### config.mk
export PLATFORM = sky130hd
export DESIGN_NAME = io_port_hub
export DESIGN_NICKNAME = d
export VERILOG_FILES = /design/src/rtl/io_port_pkg.sv /design/src/rtl/btn_debounce.sv /design/src/rtl/io_port_hub.sv
export SDC_FILE = /design/constraint.sdc
export NUM_CORES = 1
export LEC_CHECK = 0
export BUFFER_PORTS_ARGS = -buffer_cell sky130_fd_sc_hd__buf_2
export CAP_MARGIN = 40
export CORE_AREA = 2 2 65 67
export CTS_CLUSTER_SIZE = 8
export DETAILED_ROUTE_END_ITERATION = 7
export DIE_AREA = 0 0 67 69
export HOLD_SLACK_MARGIN = 0.05
export PLACE_DENSITY = 0.81
export SLEW_MARGIN = 25
export SYNTH_ARGS = -nofsm -noshare
export SYNTH_HDL_FRONTEND = slang
export SYNTH_SLANG_ARGS = --single-unit
### constraint.sdc
create_clock -name clk -period 3.9 [get_ports clk]
set_input_delay 0.39 -clock clk [delete_from_list [all_inputs] [get_ports clk]]
set_output_delay 0.39 -clock clk [all_outputs]
set_load 0.01 [all_outputs]
### src/rtl/io_port_pkg.sv
// rtl/io_port_pkg.sv - port-address map shared by the I/O hub and its bench
package io_port_pkg;

    // Read-side ports
    localparam logic [7:0] PORT_SWITCHES   = 8'h20;
    localparam logic [7:0] PORT_BUTTONS    = 8'h24;
    localparam logic [7:0] PORT_IRQ_STATUS = 8'h25;

    // Read/write ports
    localparam logic [7:0] PORT_LEDS       = 8'h40;
    localparam logic [7:0] PORT_SSEG       = 8'h81;
    localparam logic [7:0] PORT_IRQ_MASK   = 8'h42;

    // Write-only port, write-1-to-clear of pending bits
    localparam logic [7:0] PORT_IRQ_ACK    = 8'h43;

    // Debounce counter width; DEBOUNCE_CYCLES must stay below 2**DBNC_CNT_W
    localparam int DBNC_CNT_W = 20;

endpackage

### src/rtl/btn_debounce.sv
// rtl/btn_debounce.sv - one-button 2-flop synchronizer plus optional debounce counter
//
// Ports:
//   clk, reset  - system clock, asynchronous active-high reset
//   btn_in      - raw asynchronous button level
//   btn_out     - accepted (synchronized, optionally debounced) level
// Build option IO_PORT_HUB_DEBOUNCE_EN: when defined, btn_out changes only after
// DEBOUNCE_CYCLES consecutive cycles of disagreement; otherwise btn_out is the
// synchronized level directly.
module btn_debounce
    import io_port_pkg::*;
#(
    parameter int DEBOUNCE_CYCLES = 500000
) (
    input  logic clk,
    input  logic reset,
    input  logic btn_in,
    output logic btn_out
);

    logic sync1_q, sync1_d;
    logic sync2_q, sync2_d;

    always_comb begin
        sync1_d = btn_in;
        sync2_d = sync1_q;
    end

`ifdef IO_PORT_HUB_DEBOUNCE_EN
    logic [DBNC_CNT_W-1:0] cnt_q, cnt_d;
    logic                  acc_q, acc_d;

    // Any cycle of agreement restarts the count, so only an unbroken run of
    // DEBOUNCE_CYCLES differing cycles moves the accepted value.
    always_comb begin
        cnt_d = cnt_q;
        acc_d = acc_q;
        if (sync2_q == acc_q) begin
            cnt_d = '0;
        end else if (cnt_q == DBNC_CNT_W'(DEBOUNCE_CYCLES - 1)) begin
            acc_d = sync2_q;
            cnt_d = '0;
        end else begin
            cnt_d = cnt_q + 1'b1;
        end
    end

    always_ff @(posedge clk or posedge reset) begin
        if (reset) begin
            sync1_q <= 1'b0;
            sync2_q <= 1'b0;
            cnt_q   <= '0;
            acc_q   <= 1'b0;
        end else begin
            sync1_q <= sync1_d;
            sync2_q <= sync2_d;
            cnt_q   <= cnt_d;
            acc_q   <= acc_d;
        end
    end

    assign btn_out = acc_q;
`else
    // Count length is meaningless without the counter; keep the parameter referenced.
    logic unused_debounce_cycles;
    assign unused_debounce_cycles = (DEBOUNCE_CYCLES > 0);

    always_ff @(posedge clk or posedge reset) begin
        if (reset) begin
            sync1_q <= 1'b0;
            sync2_q <= 1'b0;
        end else begin
            sync1_q <= sync1_d;
            sync2_q <= sync2_d;
        end
    end

    assign btn_out = sync2_q;
`endif

endmodule

### src/rtl/io_port_hub.sv
// rtl/io_port_hub.sv - port-mapped I/O responder: output registers, read mux, button interrupts
//
// Ports:
//   clk, reset          - system clock, asynchronous active-high reset
//   port_id, out_port   - CPU port address and write data
//   io_strb             - one-cycle write strobe
//   in_port             - combinational read data for port_id
//   interrupt           - level IRQ, |(pending & mask)
//   switches, buttons   - asynchronous board inputs
//   leds, sseg_val      - output registers
// Build option IO_PORT_HUB_DEBOUNCE_EN enables the per-button debounce counter.
module io_port_hub
    import io_port_pkg::*;
#(
    parameter int SW_WIDTH        = 8,
    parameter int BTN_WIDTH       = 4,
    parameter int DEBOUNCE_CYCLES = 500000
) (
    input  logic                 clk,
    input  logic                 reset,
    input  logic [7:0]           port_id,
    input  logic [7:0]           out_port,
    input  logic                 io_strb,
    output logic [7:0]           in_port,
    output logic                 interrupt,
    input  logic [SW_WIDTH-1:0]  switches,
    input  logic [BTN_WIDTH-1:0] buttons,
    output logic [7:0]           leds,
    output logic [7:0]           sseg_val
);

    logic [SW_WIDTH-1:0]  sw_s1_q, sw_s1_d;
    logic [SW_WIDTH-1:0]  sw_s2_q, sw_s2_d;
    logic [BTN_WIDTH-1:0] btn_acc;
    logic [BTN_WIDTH-1:0] btn_prev_q, btn_prev_d;
    logic [BTN_WIDTH-1:0] pending_q, pending_d;
    logic [BTN_WIDTH-1:0] mask_q, mask_d;
    logic [7:0]           leds_q, leds_d;
    logic [7:0]           sseg_q, sseg_d;
    logic [BTN_WIDTH-1:0] ack_bits;
    logic [BTN_WIDTH-1:0] rise;
    logic [7:0]           rd_data;

    for (genvar i = 0; i < BTN_WIDTH; i++) begin : g_btn
        btn_debounce #(
            .DEBOUNCE_CYCLES(DEBOUNCE_CYCLES)
        ) u_dbnc (
            .clk    (clk),
            .reset  (reset),
            .btn_in (buttons[i]),
            .btn_out(btn_acc[i])
        );
    end

    always_comb begin
        sw_s1_d    = switches;
        sw_s2_d    = sw_s1_q;
        leds_d     = leds_q;
        sseg_d     = sseg_q;
        mask_d     = mask_q;
        ack_bits   = '0;
        if (io_strb) begin
            case (port_id)
                PORT_LEDS:     leds_d   = out_port;
                PORT_SSEG:     sseg_d   = out_port;
                PORT_IRQ_MASK: mask_d   = out_port[BTN_WIDTH-1:0];
                PORT_IRQ_ACK:  ack_bits = out_port[BTN_WIDTH-1:0];
                default: ;
            endcase
        end
        // Set has priority over a same-cycle acknowledge so no press is lost.
        rise       = btn_acc & ~btn_prev_q;
        pending_d  = (pending_q & ~ack_bits) | rise;
        btn_prev_d = btn_acc;
    end

    always_ff @(posedge clk or posedge reset) begin
        if (reset) begin
            sw_s1_q    <= '0;
            sw_s2_q    <= '0;
            btn_prev_q <= '0;
            pending_q  <= '0;
            mask_q     <= '0;
            leds_q     <= '0;
            sseg_q     <= '0;
        end else begin
            sw_s1_q    <= sw_s1_d;
            sw_s2_q    <= sw_s2_d;
            btn_prev_q <= btn_prev_d;
            pending_q  <= pending_d;
            mask_q     <= mask_d;
            leds_q     <= leds_d;
            sseg_q     <= sseg_d;
        end
    end

    // Every read source is a reset-cleared register, so in_port is 0 during reset.
    always_comb begin
        rd_data = '0;
        case (port_id)
            PORT_SWITCHES:   rd_data[SW_WIDTH-1:0]  = sw_s2_q;
            PORT_BUTTONS:    rd_data[BTN_WIDTH-1:0] = btn_acc;
            PORT_IRQ_STATUS: rd_data[BTN_WIDTH-1:0] = pending_q;
            PORT_LEDS:       rd_data                = leds_q;
            PORT_SSEG:       rd_data                = sseg_q;
            PORT_IRQ_MASK:   rd_data[BTN_WIDTH-1:0] = mask_q;
            default: ;
        endcase
    end

    assign in_port   = rd_data;
    assign interrupt = |(pending_q & mask_q);
    assign leds      = leds_q;
    assign sseg_val  = sseg_q;

endmodule

==> summary.txt, run 1 <==
Routing
  • Vias: 1381
  • WL final: 4.24 mm
  • DRT Pass-1 Iters: 4
  • DR WL/cell: 16.9 µm
  • Antenna viol nets, final: 0
  • Iter 0 DRT Violations: 89
  • Drt drc: 0
  • DR vias/cell: 5.50

Power and ir drop
  • Pwr dens: 376 mW/mm²
  • Design Power: 0.941 mW
  • Leakage power: 1.35 nW
  • Worst IR Drop VDD: 0.283 mV

Die
  • Row cnt: 23
  • DIE AREA: 0.00462 mm²
  • Core region area: 0.00391 mm²
  • I/O pin cnt: 56
  • Starting Density: 0.531
  • Die Wd: 67 µm
  • Die height: 69 µm

Outcome
  • Status: completed

Clock tree
  • Worst-Skew Late Latency: 0.30 ns
  • Bufs on Longest Clock Path: 2
  • Post-CTS Setup Bufs: 0
  • Root Buffer: clkbuf_8
  • CTS buffer count: 5
  • Clk slew on worst S/H paths: 0.09 ns
  • H-tree Lvls: 2
  • Hold buffers post-CTS: 0
  • Clk sinks: 52
  • CTS tree: done
  • # resized after CTS: 0

Worst setup path
  • CP most frequent cell: buf_2
  • Worst path slowest cell: or4_1
  • Reg2Reg Depth: 1
  • Startpoint type of the worst setup path: input pin
  • Crit path max-delay family: simple AND/OR/NAND/NOR gates
  • CP Data Arrival Time: 2.23 ns
  • Worst EP required: 3.51 ns
  • Crit-path cells: buf_2, or4_1, nor4_2, a221oi_1, o21ai_0, buf_2
  • Maximum fanout along the worst path: 4
  • CP Buf/Inv Count: 2
  • Stages on the worst setup path: 6
  • Crit end category: output pin
  • WS Path Type: in -> out
  • Crit-path max cell delay: 0.77 ns

Synth
  • Syn_area_per_cell: 14.9 µm²
  • Synth Instances: 139
  • Mapped Area: 0.00208 mm²
  • Adder-Cell Fraction of Synth Area: 0
  • Compound-cell area share of the yosys netlist: 0.0861
  • Syn. warnings: 0
  • Simple-gate share of the synthesized area: 0.133
  • Area leader, netlist: dfrtp_1
  • Yosys reg bits: 52
  • Synth top area cells: dfrtp_1 63%, mux2_2 9.8%, mux2_4 2.2%
  • Mux share of post-synthesis cell area: 0.135
  • Seq/Total Area, Yosys: 0.627
  • Synth top area share: 0.627
  • Xor and xnor area share after synthesis: 0
  • Syn Nets: 170
  • Largest family of logic cells by synthesized area: multiplexers
  • Distinct cell type count after synthesis: 31

Layout
  • Nets: 232
  • Ant diodes: 0
  • Fillers: 323
  • Share of cells above drive strength 1: 0.463
  • Final cell count without fillers: 251
  • Area Overhead vs Synth: 20.6%

STA
  • Relative slew margins: 0.675
  • Final setup fails: 0
  • Final min period: 2.62 ns
  • RSZ-0062 raised after global routing: false
  • Setup TNS Final: 0 ns
  • Final worst-path cycle share: 0.672
  • Slew @ Worst Pin: 0.484 ns
  • Max Slew Vio Count: 0
  • Maximum clock rate: 381 MHz
  • Clock Skew: 0.00408 ns
  • Final Hold Vio Count: 0

Place
  • HPWL after DPL: 3.17 mm
  • # placed instances: 244
  • RD Place Congestion: 0.880
  • I/O Buffers: 55

Global routing
  • Initial antenna violation count: 0
  • Global-route wire length before repair: 7.25 mm
  • Global route overflow: 0
  • Largest net degree at the start of global routing: 36
  • Vias in the first global route: 1513
  • GRT Total Usage: 0.206

Min path
  • Hold Crit Class: in -> async

Job
  • Maxcap violations: 0
-- cells in the final DEF, fill, tap and decap left out, drive strengths merged --
master and instances:
inv 8, nor2 5, and4 3, or4bb 1, nand3 1, and2 1, mux2i 1, a221oi 3
or4 1, buf 56, and3 5, and3b 1, clkinvlp 1, o21ai 3, nor3b 1, nor4 2
a22o 4, o211ai 1, mux2 23, nand2 8, a22oi 5, a221o 4, a32oi 2, dfrtp 52
or2 1, clkbuf 5, nand2b 1, clkinv 1, nand4b 1
-- cells in the mapped netlist --
library cell	n
a221o_1	4
a221oi_1	3
a22o_1	4
a22oi_1	5
a32oi_1	2
and2_0	1
and3_1	5
and3b_1	1
and4_1	3
buf_6	1
dfrtp_1	52
inv_1	8
mux2_1	2
mux2_2	18
mux2_4	3
mux2i_1	1
nand2_1	7
nand2_4	1
nand2b_1	1
nand3_4	1
nand4b_4	1
nor2_1	3
nor2_8	2
nor3b_1	1
nor4_2	1
nor4_4	1
o211ai_1	1
o21ai_0	3
or2_2	1
or4_1	1
or4bb_1	1
-- layer usage --
layer / wire, µm / vias up / track usage / share of wire
li1: - / 640 / - / -
met1: 1880 / 701 / 0.288 / 0.44
met2: 2140 / 36 / 0.315 / 0.51
met3: 180 / 4 / 0.0440 / 0.043
met4: 32 / 0 / 0.0771 / 0.0076
met5: 0 / - / 0 / 0
-- worst paths after layout --
kind,startpoint,end,slack (ns)
worst max-delay path,port_id[4],in_port[0],1.28
worst min-delay path,reset,sw_s2_q[4]$_DFF_PP0_,0.07
worst max register to register,sseg_val[0]$_DFFE_PP0P_,sseg_val[0]$_DFFE_PP0P_,3.08
worst min register to register,sw_s1_q[7]$_DFF_PP0_,sw_s2_q[7]$_DFF_PP0_,0.35
max in group asynchronous,reset,mask_q[3]$_DFFE_PP0P_,3.33
min in group clk,switches[1],sw_s1_q[1]$_DFF_PP0_,0.19
-- cell type report --
| class | instances | area (µm²) | share of cell area |
|---|---|---|---|
| clock inverters | 2 | 12.5 | 0.00500 |
| repair buffers | 56 | 295 | 0.118 |
| well taps | 50 | 62.6 | 0.0250 |
| inverters | 8 | 30.0 | 0.0120 |
| flip-flops and latches | 52 | 1300 | 0.519 |
| multi-input cells | 78 | 734 | 0.293 |
| clock buffers | 5 | 68.8 | 0.0275 |
-- per-stage QoR --
| stage | hold WS, ns | util | worst slack (ns) | area (µm²) |
|---|---|---|---|---|
| 2_1_floorplan | 0.331 | - | 1.84 | 2080 |
| 3_3_place_gp | 0.332 | 0.614 | 1.31 | 2400 |
| 3_5_place_dp | 0.335 | 0.619 | 1.29 | 2420 |
| 4_1_cts | 0.0709 | 0.640 | 1.28 | 2500 |
| 5_1_grt | 0.0883 | 0.640 | 1.20 | 2500 |
| 6_report | 0.0689 | 0.640 | 1.28 | 2500 |
-- where the power goes --
part	total (mW)	internal (mW)	switching (mW)	leakage [nW]
registers	0.576	0.563	0.0130	0.637
clock network	0.284	0.122	0.162	0.0400
logic	0.0810	0.0357	0.0453	0.669
-- state kept, by name (all words and copies together), names as in the netlist --
name / flops
btn_prev_q: 4
g_btn.u_dbnc.btn_out: 4
g_btn.u_dbnc.sync1_q: 4
leds: 8
mask_q: 4
pending_q: 4
sseg_val: 8
sw_s1_q: 8
sw_s2_q: 8
-- kinds of logic after synthesis --
kind of cell | count (synthesis)
simple gates | 32
mux | 24
compound gates | 22
flops | 52
buf+inv | 9
Power figures use the tool's default switching activity.
==> run 2: changes to the inputs <==
--- a/config.mk
+++ b/config.mk
@@ -7,12 +7,12 @@
 export LEC_CHECK = 0
 export BUFFER_PORTS_ARGS = -buffer_cell sky130_fd_sc_hd__buf_2
 export CAP_MARGIN = 40
-export CORE_AREA = 2 2 65 67
+export CORE_AREA = 2 2 71 73
 export CTS_CLUSTER_SIZE = 8
 export DETAILED_ROUTE_END_ITERATION = 7
-export DIE_AREA = 0 0 67 69
+export DIE_AREA = 0 0 73 75
 export HOLD_SLACK_MARGIN = 0.05
-export PLACE_DENSITY = 0.81
+export PLACE_DENSITY = 0.72
 export SLEW_MARGIN = 25
 export SYNTH_ARGS = -nofsm -noshare
 export SYNTH_HDL_FRONTEND = slang
==> constraint.sdc (replaced) <==
create_clock -name clk -period 2.21 [get_ports clk]
set_input_delay 0.221 -clock clk [delete_from_list [all_inputs] [get_ports clk]]
set_output_delay 0.221 -clock clk [all_outputs]
set_load 0.01 [all_outputs]
==> run 2 against run 1 <==
- combinational power rose by 98%
- sequential cell count did not move
- sequential share of layout area fell by 2.9 points
- sequential power rose by 77%
- setup slack got worse by 1.1 ns
- wire length rose by 4.1%
- largest power group unchanged
- clock-buffer cell count rose by 1
- die area rose by 18%
- first-iteration DRC count did not move
- clock power rose by 72%
- non-clock buffer count rose by 17
- hold slack improved by 0.096 ns
==> summary.txt, run 2 (synthesis gave the netlist of run 1 again) <==
Outcome
  • Status: completed

Worst setup path
  • Maximum fanout along the worst path: 9
  • Reg2reg setup slack: 1.38 ns
  • Crit-path max cell delay: 0.67 ns
  • Reg2Reg Depth: 1
  • Crit-path cells: buf_2, or4_1, buf_4, nor2_8, a221oi_1, o21ai_0, buf_2
  • CP most frequent cell: buf_2
  • R2r startpoint: sseg_val[1]$_DFFE_PP0P_
  • Startpoint type of the worst setup path: input pin
  • Worst path slowest cell: or4_1
  • CP Data Arrival Time: 1.83 ns
  • Crit end category: output pin
  • Worst EP required: 1.99 ns
  • WS Path Type: in -> out
  • Worst R2R End: sseg_val[1]$_DFFE_PP0P_

STA
  • Final setup fails: 0
  • Max Slew Vio Count: 0
  • Slew @ Worst Pin: 0.560 ns
  • Relative slew margins: 0.626
  • Clock Skew: 0.0109 ns
  • Final Hold Vio Count: 0
  • Final min period: 2.05 ns
  • Maximum clock rate: 488 MHz
  • RSZ-0062 raised after global routing: false
  • Final worst-path cycle share: 0.926
  • Setup TNS Final: 0 ns

Layout
  • Share of cells above drive strength 1: 0.440
  • Ant diodes: 0
  • Area Overhead vs Synth: 27.8%
  • Most frequent cells in the layout: 55 x buf_2, 52 x dfrtp_1, 18 x mux2_2
  • Commonest non-fill, non-tap cell in the layout: buf_2
  • Nets: 249
  • Fin util: 0.569

Clock tree
  • Post-CTS Setup Bufs: 0
  • Clk slew on worst S/H paths: 0.09 ns
  • Worst-Skew Late Latency: 0.30 ns
  • Clk sinks: 52
  • CTS buffer count: 5
  • Root Buffer: clkbuf_8
  • Bufs on Longest Clock Path: 2
  • # resized after CTS: 0
  • H-tree Lvls: 2
  • CTS tree: done

Global routing
  • Initial antenna violation count: 0
  • Largest net degree at the start of global routing: 30
  • Global route overflow: 0
  • Vias in the first global route: 1434
  • GRT Total Usage: 0.171
  • Global-route wire length before repair: 6.84 mm

Power and ir drop
  • Pwr dens: 628 mW/mm²
  • Leakage power: 1.42 nW
  • Design Power: 1.67 mW
  • Worst IR Drop VDD: 0.376 mV

Die
  • I/O pin cnt: 56
  • Die Wd: 73 µm
  • Starting Density: 0.446
  • Row cnt: 25
  • DIE AREA: 0.00548 mm²
  • Core region area: 0.00466 mm²
  • Die height: 75 µm

Min path
  • Min-Delay Path Depth: 2
  • Worst Hold End: leds[6]$_DFFE_PP0P_
  • Worst hold start: out_port[6]
  • Hold Crit Class: in -> reg

Routing
  • Vias: 1471
  • Iter 0 DRT Violations: 89
  • DRT Pass-1 Iters: 4
  • Drt drc: 0
  • DR WL/cell: 16.2 µm
  • Antenna viol nets, final: 0
  • WL final: 4.41 mm
  • DR vias/cell: 5.41

Place
  • I/O Buffers: 55
  • RD Place Congestion: 0.870
  • HPWL after DPL: 3.31 mm

Job
  • Maxcap violations: 0
-- run 2: cell types whose count changed in the layout (fill, tap and decap cells not counted), sizes merged --
cell / previous run / this run
clkbuf: 5 / 6
buf: 56 / 60
dlygate4sd3: 0 / 13
clkinvlp: 1 / 0
-- run 2: routing by layer --
metal	vias to the layer above	routed length [µm]	GRT usage
met4	0	104	0.0782
li1	674	-	-
met1	742	1910	0.227
met2	45	2180	0.266
met5	-	0	0
met3	10	217	0.0455
-- run 2: worst max path at each step --
stage	startpoint	end	slack [ns]
after floorplan	port_id[4]	in_port[0]	0.49
after global placement	port_id[4]	in_port[1]	0.18
after detailed placement	port_id[4]	in_port[1]	0.18
after CTS	port_id[4]	in_port[1]	0.17
after global routing	port_id[4]	in_port[2]	0.10
final	port_id[4]	in_port[1]	0.16
-- run 2: cell type report --
cell class | instances | area (µm²)
Tap cell | 54 | 67.6
Sequential cell | 52 | 1300
Fill cell | 391 | 2010
Clock buffer | 6 | 72.6
Multi-Input combinational cell | 78 | 734
Clock inverter | 1 | 5.00
Timing Repair Buffer | 73 | 443
Inverter | 8 | 30.0
-- run 2: report_power, final --
part	leakage (nW)	switching, mW	internal (mW)
Sequential	0.637	0.0242	0.994
Clock	0.0410	0.272	0.215
Combinational	0.738	0.0816	0.0783
-- run 2: repair_timing --
item                       CTS  global route
setup endpoints to repair    0             0
hold buffers                13             0
hold endpoints to repair    39             0
-- run 2: through the flow --
step / worst slack, ns / cell area [µm²] / instances / hold slack [ns]
after floorplan: 0.486 / 2080 / 139 / 0.252
after global placement: 0.178 / 2450 / 252 / 0.313
after detailed placement: 0.176 / 2450 / 252 / 0.314
after CTS: 0.170 / 2650 / 272 / 0.156
after global routing: 0.101 / 2650 / 272 / 0.150
final: 0.163 / 2650 / 272 / 0.165
-- run 2: critical path: cells and delay by family --
| family | cells | cell delay (ns) |
|---|---|---|
| AO/OA/AOI/OAI | 2 | 0.23 |
| buffers and inverters | 3 | 0.51 |
| AND/OR/NAND/NOR | 2 | 0.86 |
